[src/rtl/core_pkg.sv]
// Shared types and instruction field layout for the core sequencer.
//   ins_t       : legal instruction type encodings (5..7 are illegal)
//   seq_state_t : sequencer FSM states
//   *_LSB/_W    : bit positions of the instruction fields
package core_pkg;

    typedef enum logic [2:0] {
        INS_NOP  = 3'd0,
        INS_CALC = 3'd1,
        INS_MOV  = 3'd2,
        INS_MEM  = 3'd3,
        INS_HALT = 3'd4
    } ins_t;

    typedef enum logic [2:0] {
        S_FETCH = 3'd0,
        S_EXEC  = 3'd1,
        S_MEMW  = 3'd2,
        S_HALT  = 3'd3,
        S_TRAP  = 3'd4
    } seq_state_t;

    localparam int INSTR_W  = 32;
    localparam int TYPE_LSB = 0;
    localparam int TYPE_W   = 3;
    localparam int OP_LSB   = 3;
    localparam int OP_W     = 4;
    localparam int RD_LSB   = 7;
    localparam int RS1_LSB  = 12;
    localparam int RS2_LSB  = 17;
    localparam int IMM_LSB  = 22;
    localparam int IMM_W    = 10;

endpackage

[src/rtl/core_mem_port.sv]
// Memory request port for the core sequencer.
// Holds one req/ack transaction: a start pulse captures address, direction
// and store data, raises mem_req on the next edge and keeps everything stable
// until ack (done pulse) or until the wait counter expires (timeout pulse).
// Ports:
//   clk, rst                      : clock, synchronous active-high reset
//   start, start_we, start_addr,
//   start_wdata                   : launch a new request
//   mem_req, mem_we, mem_addr,
//   mem_wdata, mem_ack            : external memory handshake
//   done                          : ack accepted this cycle
//   timeout                       : wait limit reached without ack this cycle
module core_mem_port
    import core_pkg::*;
#(
    parameter int XLEN        = 32,
    parameter int ADDR_W      = 32,
    parameter int MEM_TIMEOUT = 256
) (
    input  logic              clk,
    input  logic              rst,
    input  logic              start,
    input  logic              start_we,
    input  logic [ADDR_W-1:0] start_addr,
    input  logic [XLEN-1:0]   start_wdata,
    output logic              mem_req,
    output logic              mem_we,
    output logic [ADDR_W-1:0] mem_addr,
    output logic [XLEN-1:0]   mem_wdata,
    input  logic              mem_ack,
    output logic              done,
    output logic              timeout
);

    localparam int             TW      = (MEM_TIMEOUT > 1) ? $clog2(MEM_TIMEOUT) : 1;
    localparam logic [TW-1:0]  TO_LAST = TW'(MEM_TIMEOUT - 1);
    localparam bit             TO_EN   = (MEM_TIMEOUT != 0);

    logic              req_q;
    logic              we_q;
    logic [ADDR_W-1:0] addr_q;
    logic [XLEN-1:0]   wdata_q;
    logic [TW-1:0]     wait_cnt;

    // An ack with no request outstanding is simply not a done.
    assign done    = req_q & mem_ack;
    assign timeout = TO_EN & req_q & ~mem_ack & (wait_cnt == TO_LAST);

    assign mem_req   = req_q;
    assign mem_we    = req_q & we_q;
    assign mem_addr  = addr_q;
    assign mem_wdata = wdata_q;

    always_ff @(posedge clk) begin
        if (rst) begin
            req_q    <= 1'b0;
            wait_cnt <= '0;
        end else begin
            if (start) begin
                req_q <= 1'b1;
            end else if (done || timeout) begin
                req_q <= 1'b0;
            end

            if (start) begin
                wait_cnt <= '0;
            end else if (req_q && !mem_ack && wait_cnt != TO_LAST) begin
                wait_cnt <= wait_cnt + TW'(1);
            end
        end
    end

    // Request payload: only meaningful while req_q is high, so not reset.
    always_ff @(posedge clk) begin
        if (start) begin
            we_q    <= start_we;
            addr_q  <= start_addr;
            wdata_q <= start_wdata;
        end
    end

endmodule

[src/rtl/core_seq.sv]
// Multi-cycle instruction sequencer.
// Fetches 32-bit instructions over a req/ack memory port, executes them against
// an external register file and ALU, and keeps a PC, HALT/resume, a sticky trap
// (illegal type or memory timeout) and a retired-instruction counter.
// Ports:
//   clk, rst                       : clock, synchronous active-high reset
//   run                            : pulse that releases HALT
//   mem_req/we/addr/wdata/ack/rdata: memory port
//   rf_sel_a/b, rf_rdata_a/b       : register file read (rs1, rs2)
//   rf_we, rf_sel_w, rf_wdata      : register file write (rd)
//   alu_op, alu_r                  : external ALU opcode and result
//   halted, trap, instret          : status
module core_seq
    import core_pkg::*;
#(
    parameter int                XLEN        = 32,
    parameter int                ADDR_W      = 32,
    parameter int                SEL_W       = 5,
    parameter logic [ADDR_W-1:0] RESET_PC    = '0,
    parameter int                MEM_TIMEOUT = 256,
    parameter int                CNT_W       = 32
) (
    input  logic              clk,
    input  logic              rst,
    input  logic              run,
    output logic              mem_req,
    output logic              mem_we,
    output logic [ADDR_W-1:0] mem_addr,
    output logic [XLEN-1:0]   mem_wdata,
    input  logic              mem_ack,
    input  logic [XLEN-1:0]   mem_rdata,
    output logic [SEL_W-1:0]  rf_sel_a,
    output logic [SEL_W-1:0]  rf_sel_b,
    input  logic [XLEN-1:0]   rf_rdata_a,
    input  logic [XLEN-1:0]   rf_rdata_b,
    output logic              rf_we,
    output logic [SEL_W-1:0]  rf_sel_w,
    output logic [XLEN-1:0]   rf_wdata,
    output logic [3:0]        alu_op,
    input  logic [XLEN-1:0]   alu_r,
    output logic              halted,
    output logic              trap,
    output logic [CNT_W-1:0]  instret
);

    // Effective address: base plus sign-extended immediate, truncated to ADDR_W.
    function automatic logic [ADDR_W-1:0] eff_addr(input logic [XLEN-1:0]  base,
                                                   input logic [IMM_W-1:0] off);
        logic signed [XLEN-1:0] off_sx;
        logic [XLEN-1:0]        sum;
        off_sx = {{(XLEN-IMM_W){off[IMM_W-1]}}, off};
        sum    = base + off_sx;
        return ADDR_W'(sum);
    endfunction

    function automatic logic [XLEN-1:0] mov_value(input logic             use_imm,
                                                  input logic [IMM_W-1:0] imm,
                                                  input logic [XLEN-1:0]  rs1_val);
        return use_imm ? {{(XLEN-IMM_W){1'b0}}, imm} : rs1_val;
    endfunction

    seq_state_t         state_q, state_n;
    logic [ADDR_W-1:0]  pc_q, pc_n, pc_inc;
    logic [CNT_W-1:0]   instret_q, instret_n;
    logic [INSTR_W-1:0] instr_q;
    logic               instr_ld;

    logic               start, start_we;
    logic [ADDR_W-1:0]  start_addr;
    logic               done, timeout;

    logic [TYPE_W-1:0]  ityp;
    logic [OP_W-1:0]    op;
    logic [SEL_W-1:0]   rd;
    logic [IMM_W-1:0]   imm;
    logic [XLEN-1:0]    mv_val;

    assign ityp   = instr_q[TYPE_LSB +: TYPE_W];
    assign op     = instr_q[OP_LSB   +: OP_W];
    assign rd     = instr_q[RD_LSB   +: SEL_W];
    assign imm    = instr_q[IMM_LSB  +: IMM_W];
    assign mv_val = mov_value(op[0], imm, rf_rdata_a);
    assign pc_inc = pc_q + ADDR_W'(1);

    assign rf_sel_a = instr_q[RS1_LSB +: SEL_W];
    assign rf_sel_b = instr_q[RS2_LSB +: SEL_W];
    assign rf_sel_w = rd;
    assign alu_op   = op;
    assign halted   = (state_q == S_HALT);
    assign trap     = (state_q == S_TRAP);
    assign instret  = instret_q;

    core_mem_port #(
        .XLEN        (XLEN),
        .ADDR_W      (ADDR_W),
        .MEM_TIMEOUT (MEM_TIMEOUT)
    ) u_mem_port (
        .clk         (clk),
        .rst         (rst),
        .start       (start),
        .start_we    (start_we),
        .start_addr  (start_addr),
        .start_wdata (rf_rdata_b),
        .mem_req     (mem_req),
        .mem_we      (mem_we),
        .mem_addr    (mem_addr),
        .mem_wdata   (mem_wdata),
        .mem_ack     (mem_ack),
        .done        (done),
        .timeout     (timeout)
    );

    always_comb begin
        state_n    = state_q;
        pc_n       = pc_q;
        instret_n  = instret_q;
        instr_ld   = 1'b0;
        start      = 1'b0;
        start_we   = 1'b0;
        start_addr = pc_q;
        rf_we      = 1'b0;
        rf_wdata   = alu_r;

        case (state_q)
            S_FETCH: begin
                // First FETCH cycle launches the request; later cycles wait on it.
                if (!mem_req) begin
                    start = 1'b1;
                end else if (done) begin
                    instr_ld = 1'b1;
                    state_n  = S_EXEC;
                end else if (timeout) begin
                    state_n = S_TRAP;
                end
            end

            S_EXEC: begin
                state_n = S_FETCH;
                case (ityp)
                    INS_NOP: begin
                        pc_n      = pc_inc;
                        instret_n = instret_q + CNT_W'(1);
                    end
                    INS_CALC: begin
                        rf_we     = 1'b1;
                        rf_wdata  = alu_r;
                        pc_n      = pc_inc;
                        instret_n = instret_q + CNT_W'(1);
                    end
                    INS_MOV: begin
                        rf_wdata  = mv_val;
                        instret_n = instret_q + CNT_W'(1);
                        if (&rd) begin
                            pc_n = ADDR_W'(mv_val);
                        end else begin
                            rf_we = 1'b1;
                            pc_n  = pc_inc;
                        end
                    end
                    INS_MEM: begin
                        // Data request launches here so MEMW starts with mem_req up.
                        start      = 1'b1;
                        start_we   = op[0];
                        start_addr = eff_addr(rf_rdata_a, imm);
                        state_n    = S_MEMW;
                    end
                    INS_HALT: begin
                        pc_n      = pc_inc;
                        instret_n = instret_q + CNT_W'(1);
                        state_n   = S_HALT;
                    end
                    default: begin
                        state_n = S_TRAP;
                    end
                endcase
            end

            S_MEMW: begin
                if (done) begin
                    if (!op[0]) begin
                        rf_we    = 1'b1;
                        rf_wdata = mem_rdata;
                    end
                    pc_n      = pc_inc;
                    instret_n = instret_q + CNT_W'(1);
                    state_n   = S_FETCH;
                end else if (timeout) begin
                    state_n = S_TRAP;
                end
            end

            S_HALT: begin
                if (run) begin
                    state_n = S_FETCH;
                end
            end

            S_TRAP: begin
                state_n = S_TRAP;
            end

            default: begin
                state_n = S_TRAP;
            end
        endcase
    end

    always_ff @(posedge clk) begin
        if (rst) begin
            state_q   <= S_FETCH;
            pc_q      <= RESET_PC;
            instret_q <= '0;
        end else begin
            state_q   <= state_n;
            pc_q      <= pc_n;
            instret_q <= instret_n;
        end
    end

    always_ff @(posedge clk) begin
        if (instr_ld) begin
            instr_q <= mem_rdata[INSTR_W-1:0];
        end
    end

endmodule

[config.mk]
export PLATFORM = sky130hd
export DESIGN_NAME = core_seq
export DESIGN_NICKNAME = d
export VERILOG_FILES = /design/src/rtl/core_pkg.sv /design/src/rtl/core_mem_port.sv /design/src/rtl/core_seq.sv
export SDC_FILE = /design/constraint.sdc
export NUM_CORES = 1
export LEC_CHECK = 0
export ABC_CLOCK_PERIOD_IN_PS = 22500
export CAP_MARGIN = 10
export CORE_UTILIZATION = 30
export CTS_CLUSTER_SIZE = 30
export DETAILED_ROUTE_END_ITERATION = 8
export SLEW_MARGIN = 5
export SYNTH_ARGS = -nofsm -noshare
export SYNTH_HDL_FRONTEND = slang
export SYNTH_SLANG_ARGS = --single-unit
[constraint.sdc]
create_clock -name clk -period 22.5 [get_ports clk]
set_input_delay 2.25 -clock clk [delete_from_list [all_inputs] [get_ports clk]]
set_output_delay 2.25 -clock clk [all_outputs]
set_load 0.02 [all_outputs]
Yosys cells after proc, flatten, opt, wreduce, memory -nomap -nowiden:

Index checks and enable logic that the tools add are counted.

* add/subtract/negate cells: 4
* $mul: 0
* div/mod/pow operators: 0
* magnitude comparators: 0
* eq/ne operators: 15
* shifts and indexed selects: 0
* muxes and demuxes: 34
* bitwise operators: 5
* reductions and logical operators: 17

Operator list (count)
* 32-bit two-way mux: 10
* 32-bit one-hot mux with 2 select lines: 4
* 32-bit by 1-bit adder with 32-bit output (second input constant): 2
* 32-bit adder: 1
* 3-bit two-way mux: 5
* 3-bit by 2-bit == test with 1-bit output (second input constant): 4
* 3-bit one-hot mux with 4 select lines: 1
* 1-bit two-way mux: 10
* 3-bit one-hot mux with 3 select lines: 1
* 8-bit by 1-bit adder with 8-bit output (second input constant): 1
* 8-bit == test (second input constant): 1
* 8-bit != test (second input constant): 1
* 3-bit by 1-bit == test with 1-bit output (second input constant): 2
* 3-bit == test (second input constant): 2
* 3-bit logical NOT: 2
* 1-bit one-hot mux with 2 select lines: 3
* 3-bit AND reduction: 2
* 3-bit OR reduction: 2
* 5-bit AND reduction: 1
* 1-bit bitwise AND: 4
* 2-bit by 1-bit != test with 1-bit output (second input constant): 2
* 2-bit != test (second input constant): 2
* 2-bit AND reduction: 2
* 2-bit nonzero test: 2
* 7 further kinds: 8

* bits in registers: 173
* latch bits: 0
* RAM bits: 0
* bits in read-only memories: 0
* output and inout bits: 152
* logic and storage cells: 84
* memories: 0

Logic depth before layout (Yosys ltp):

* word-level depth: 7
* gate-level depth with buffers: 10
* mapped depth without buffers: 9

By module:

Synthesis repeated with hierarchy kept, for this count alone.

* cells, all modules: 1092
* area total of the unflattened synthesis: 9862.0 um2

Modules (own cells, without submodules)
* core_seq: times used 1, cells an instance 977, area an instance 7424.6 um2, seq. area each 2302.2 um2
* core_mem_port: times used 1, cells an instance 115, area an instance 2437.3 um2, seq. area each 2132.0 um2

Worst setup path after synthesis:

Ideal clock, no wire load.

* kind: flip-flop to flip-flop
* start: register u_mem_port.req_q (netlist: u_mem_port.mem_req)
* end: register u_mem_port.wait_cnt[0]
* arrival time: 8167 ps
* data required time: 22376 ps
* path slack: 14209 ps
* stages on the path, launching flop included: 5
* path buffers: 1
* cells stage by stage: dfxtp_1 o41ai_1 or2_2 clkbuf_1 nor2_1

* word-level cells in the longest chain between the ends: 3
* elaborated cells on any way between the ends: 5
* classes of those cells: 2 x mux; 3 x reduce/logical

Ends and longest elaborated chain
* start, declared: RTL line core_mem_port.sv:39 `logic req_q;`
* start signal, assigned: RTL line core_mem_port.sv:56 `req_q <= 1'b0;`
* start signal, assigned: RTL line core_mem_port.sv:60 `req_q <= 1'b1;`
* start signal, assigned: RTL line core_mem_port.sv:62 `req_q <= 1'b0;`
* 1-bit two-way mux: RTL line core_seq.sv:127 `if (!mem_req) begin`
* 1-bit one-hot mux with 2 select lines: RTL line core_seq.sv:124 `case (state_q)`
* net start: RTL line core_seq.sv:68 `logic start, start_we;`
* 2-bit OR reduction (no source line)
* end signal, assigned: RTL line core_mem_port.sv:68 `wait_cnt <= wait_cnt + TW'(1);`
* end, declared: RTL line core_mem_port.sv:43 `logic [TW-1:0] wait_cnt;`

The timed path passes the listed nets, and every way through them passes these cells.
A chain may end at the register's enable or synchronous reset.

Final worst setup path:

* start: input mem_ack
* end: output rf_wdata[23]

* word-level cells in the longest chain between the ends: 3

Ends and longest elaborated chain
* start, declared: RTL line core_seq.sv:30 `input logic mem_ack,`
* 1-bit bitwise AND: RTL line core_mem_port.sv:46 `assign done = req_q & mem_ack;`
* 32-bit two-way mux: RTL line core_seq.sv:179 `if (done) begin`
* 32-bit one-hot mux with 2 select lines: RTL line core_seq.sv:124
* end, declared: RTL line core_seq.sv:38 `output logic [XLEN-1:0] rf_wdata,`

Every way passes these cells.

==> run metrics <==
status=finished, final reports clean; via count=9,116; number of synthesized register bits=173; Setup Skew=0.0162 ns; worst slack at placement=14.85 ns; fin. max-slew vios=0; Total Nets Final=1,477; Initial DRC Count=694; Mapped Cells=1,071; max incr delay on CP=0.62 ns; Setup Viol. Count Final=0; Mapped Avg Cell Area=9.06 um^2; Final min period=6.77 ns; final wirelength=31.8 mm; commonest non-fill, non-tap cell in the layout=clkdlybuf4s50_1; routability cong.=0.903; first-pass GRT wire length=49.1 mm; GR Overflow Total=0; Die Ht=182 um; Seq/Total Area, Yosys=0.457; All-Layer GR Usage=0.192; Netlist cell types=65; die area=0.0331 mm^2; # DRC=0; crit-path cells=clkdlybuf4s50_1, nand2_1, nor3_2, nor2_4, a221o_1, clkdlybuf4s50_1; initial core utilization=0.306; Fin Setup TNS=0 ns; Post-CTS Setup Bufs=0; clk_lat worst skew=0.44 ns; H-tree Lvls=4; f_max=148 MHz; Main synth FF type=edfxtp_1; CTS Sinks=173; Core Rows=65; Worst-Margin Slew=1.10 ns; RSZ-0062 raised after global routing=no; Syn-to-layout area delta=37.6%; slack of the critical path=15.73 ns; TritonCTS clock tree=done; chip width=182 um; Worst setup SP type=input port; VDD IR max=50.8 uV; Max-cap violations=0; final core occ=0.421; CP endpoint kind=output pin; most frequent cells in the layout=clkdlybuf4s50_1, nand2_1, o21ai_0, nor2_1, edfxtp_1; Reg clk slew, reported paths=0.07 ns; Filler cells=3,073; cell mode on critical path=clkdlybuf4s50_1; Hold Crit Class=flop to flop; static leakage=4.63 nW; ANT cells=0; final worst-path cycle share=0.301; Vias/cell=5.28; Crit Path Class=input port to output pin; syn_nets=1,238; Yosys Warn Count=0; synthesized area=0.00970 mm^2; Required @ worst endpoint=20.25 ns; clock root cell=clkbuf_16; pin count of the biggest net entering global routing=70; Fin. Hold Viols=0; Pre-antenna DRT Iters=5; Post-synth EDFFs=97; Ports=284; PortBufs=283; hold_buf cts=0; post-route ant nets=0; crit path max-delay cell type=clkdlybuf4s50_1; vias in the first global route=8,640; routed len/inst=18.4 um; worst rel slew slack=0.267; share of cells above drive strength 1=0.0491; Core Box Area=0.0317 mm^2; CP arrival=4.52 ns; Async SR Flop Fraction=0; Num CTS Buffers=17; initial antenna violation count=0; # resized after CTS=0; Max Buffers Root-to-Sink=2; post-DP HPWL=23.9 mm; worst-path fanout max=32; Power Dens Cells=62.2 mW/mm^2
-- area by class of cell --
type / count / area (um^2) / area share
Multi-Input combinational cell: 803 / 4840 / 0.363
Sequential cell: 173 / 4430 / 0.332
Timing Repair Buffer: 296 / 2930 / 0.219
Tap cell: 402 / 503 / 0.0377
Clock buffer: 17 / 425 / 0.0319
Clock inverter: 15 / 149 / 0.0112
Inverter: 19 / 71.3 / 0.00534
-- path summary, 6_finish.rpt --
kind / start / cells after the start / slack (ns) / end
worst max-delay path: mem_ack / 6 / 15.73 / rf_wdata[23]
worst min register to register: u_mem_port.wait_cnt[7] / 2 / 0.49 / u_mem_port.wait_cnt[7]
worst max register to register: instr_q[31] / 7 / 18.92 / u_mem_port.mem_addr[28]
worst min-delay path: u_mem_port.wait_cnt[7] / 2 / 0.49 / u_mem_port.wait_cnt[7]
-- layer usage --
metal | vias to the layer above | track usage | wire, um
met3 | 47 | 0.0399 | 2030
met5 | - | 0 | 0
li1 | 4427 | - | -
met2 | 355 | 0.325 | 15300
met1 | 4287 | 0.243 | 13800
met4 | 0 | 0.0583 | 681
-- power by group --
group,internal (mW),switching (mW)
Clock,0.148,0.146
Sequential,0.357,0.00784
Combinational,0.0781,0.0940
Total,0.583,0.248
-- cells by family after synthesis --
family          synth area share
compound gates             0.198
xor+xnor                  0.0506
fa+ha+maj                 0.0471
buf+inv                   0.0463
flops                      0.457
mux                       0.0146
simple gates               0.187
-- through the flow --
stage	power, mW	instance area (um^2)	hold slack (ns)	std cells
floorplan	0.463	9700	0.458	1071
global placement	0.543	12800	0.473	1692
detailed placement	0.544	12800	0.484	1692
CTS	0.840	13300	0.497	1724
global route	0.866	13400	0.538	1725
finish	0.831	13400	0.494	1725
-- sequential cells by signal, indices dropped and copies added, names as in the netlist --
signal	flops
instret	32
u_mem_port.wait_cnt	8
u_mem_port.mem_addr	32
u_mem_port.we_q	1
state_q	3
instr_q	32
pc_q	32
u_mem_port.mem_wdata	32
u_mem_port.mem_req	1
-- critical path, delay by kind of cell --
family                 cells  cell delay (ns)
buffers and inverters      2             1.06
and+or+nand+nor            3             0.90
AOI/OAI and AO/OA          1             0.30
-- Yosys cell counts (all sizes together) (3+ instances only) --
cell      n  area, um^2
a221o    17         170
nor4     10        62.6
inv      18        67.6
ha       34         425
o32ai     3        45.1
nor2b     3        18.8
o211ai    4        30.0
nand2b    4        25.0
a21o      7        52.6
xor2     34         298
nand4    24         171
o21ai   111         556
nand2   126         473
and3     18         113
a31oi    14        87.6
a311oi   10        87.6
a21oi    90         450
or3      18         118
nor2    100         375
o21a      3        22.5
dfxtp    76        1520
or2       7        43.8
buf      25         186
a22oi    20         150
o31ai     5        37.5
edfxtp   97        2910
o22ai     4        25.0
clkbuf   51         191
nand3    39         195
o21bai    4        30.0
a211oi    9        67.6
nor3     23         125
mux2i    13         130
xnor2    22         193
or4       4        30.0
No activity file was read; power rests on OpenSTA's default activity.
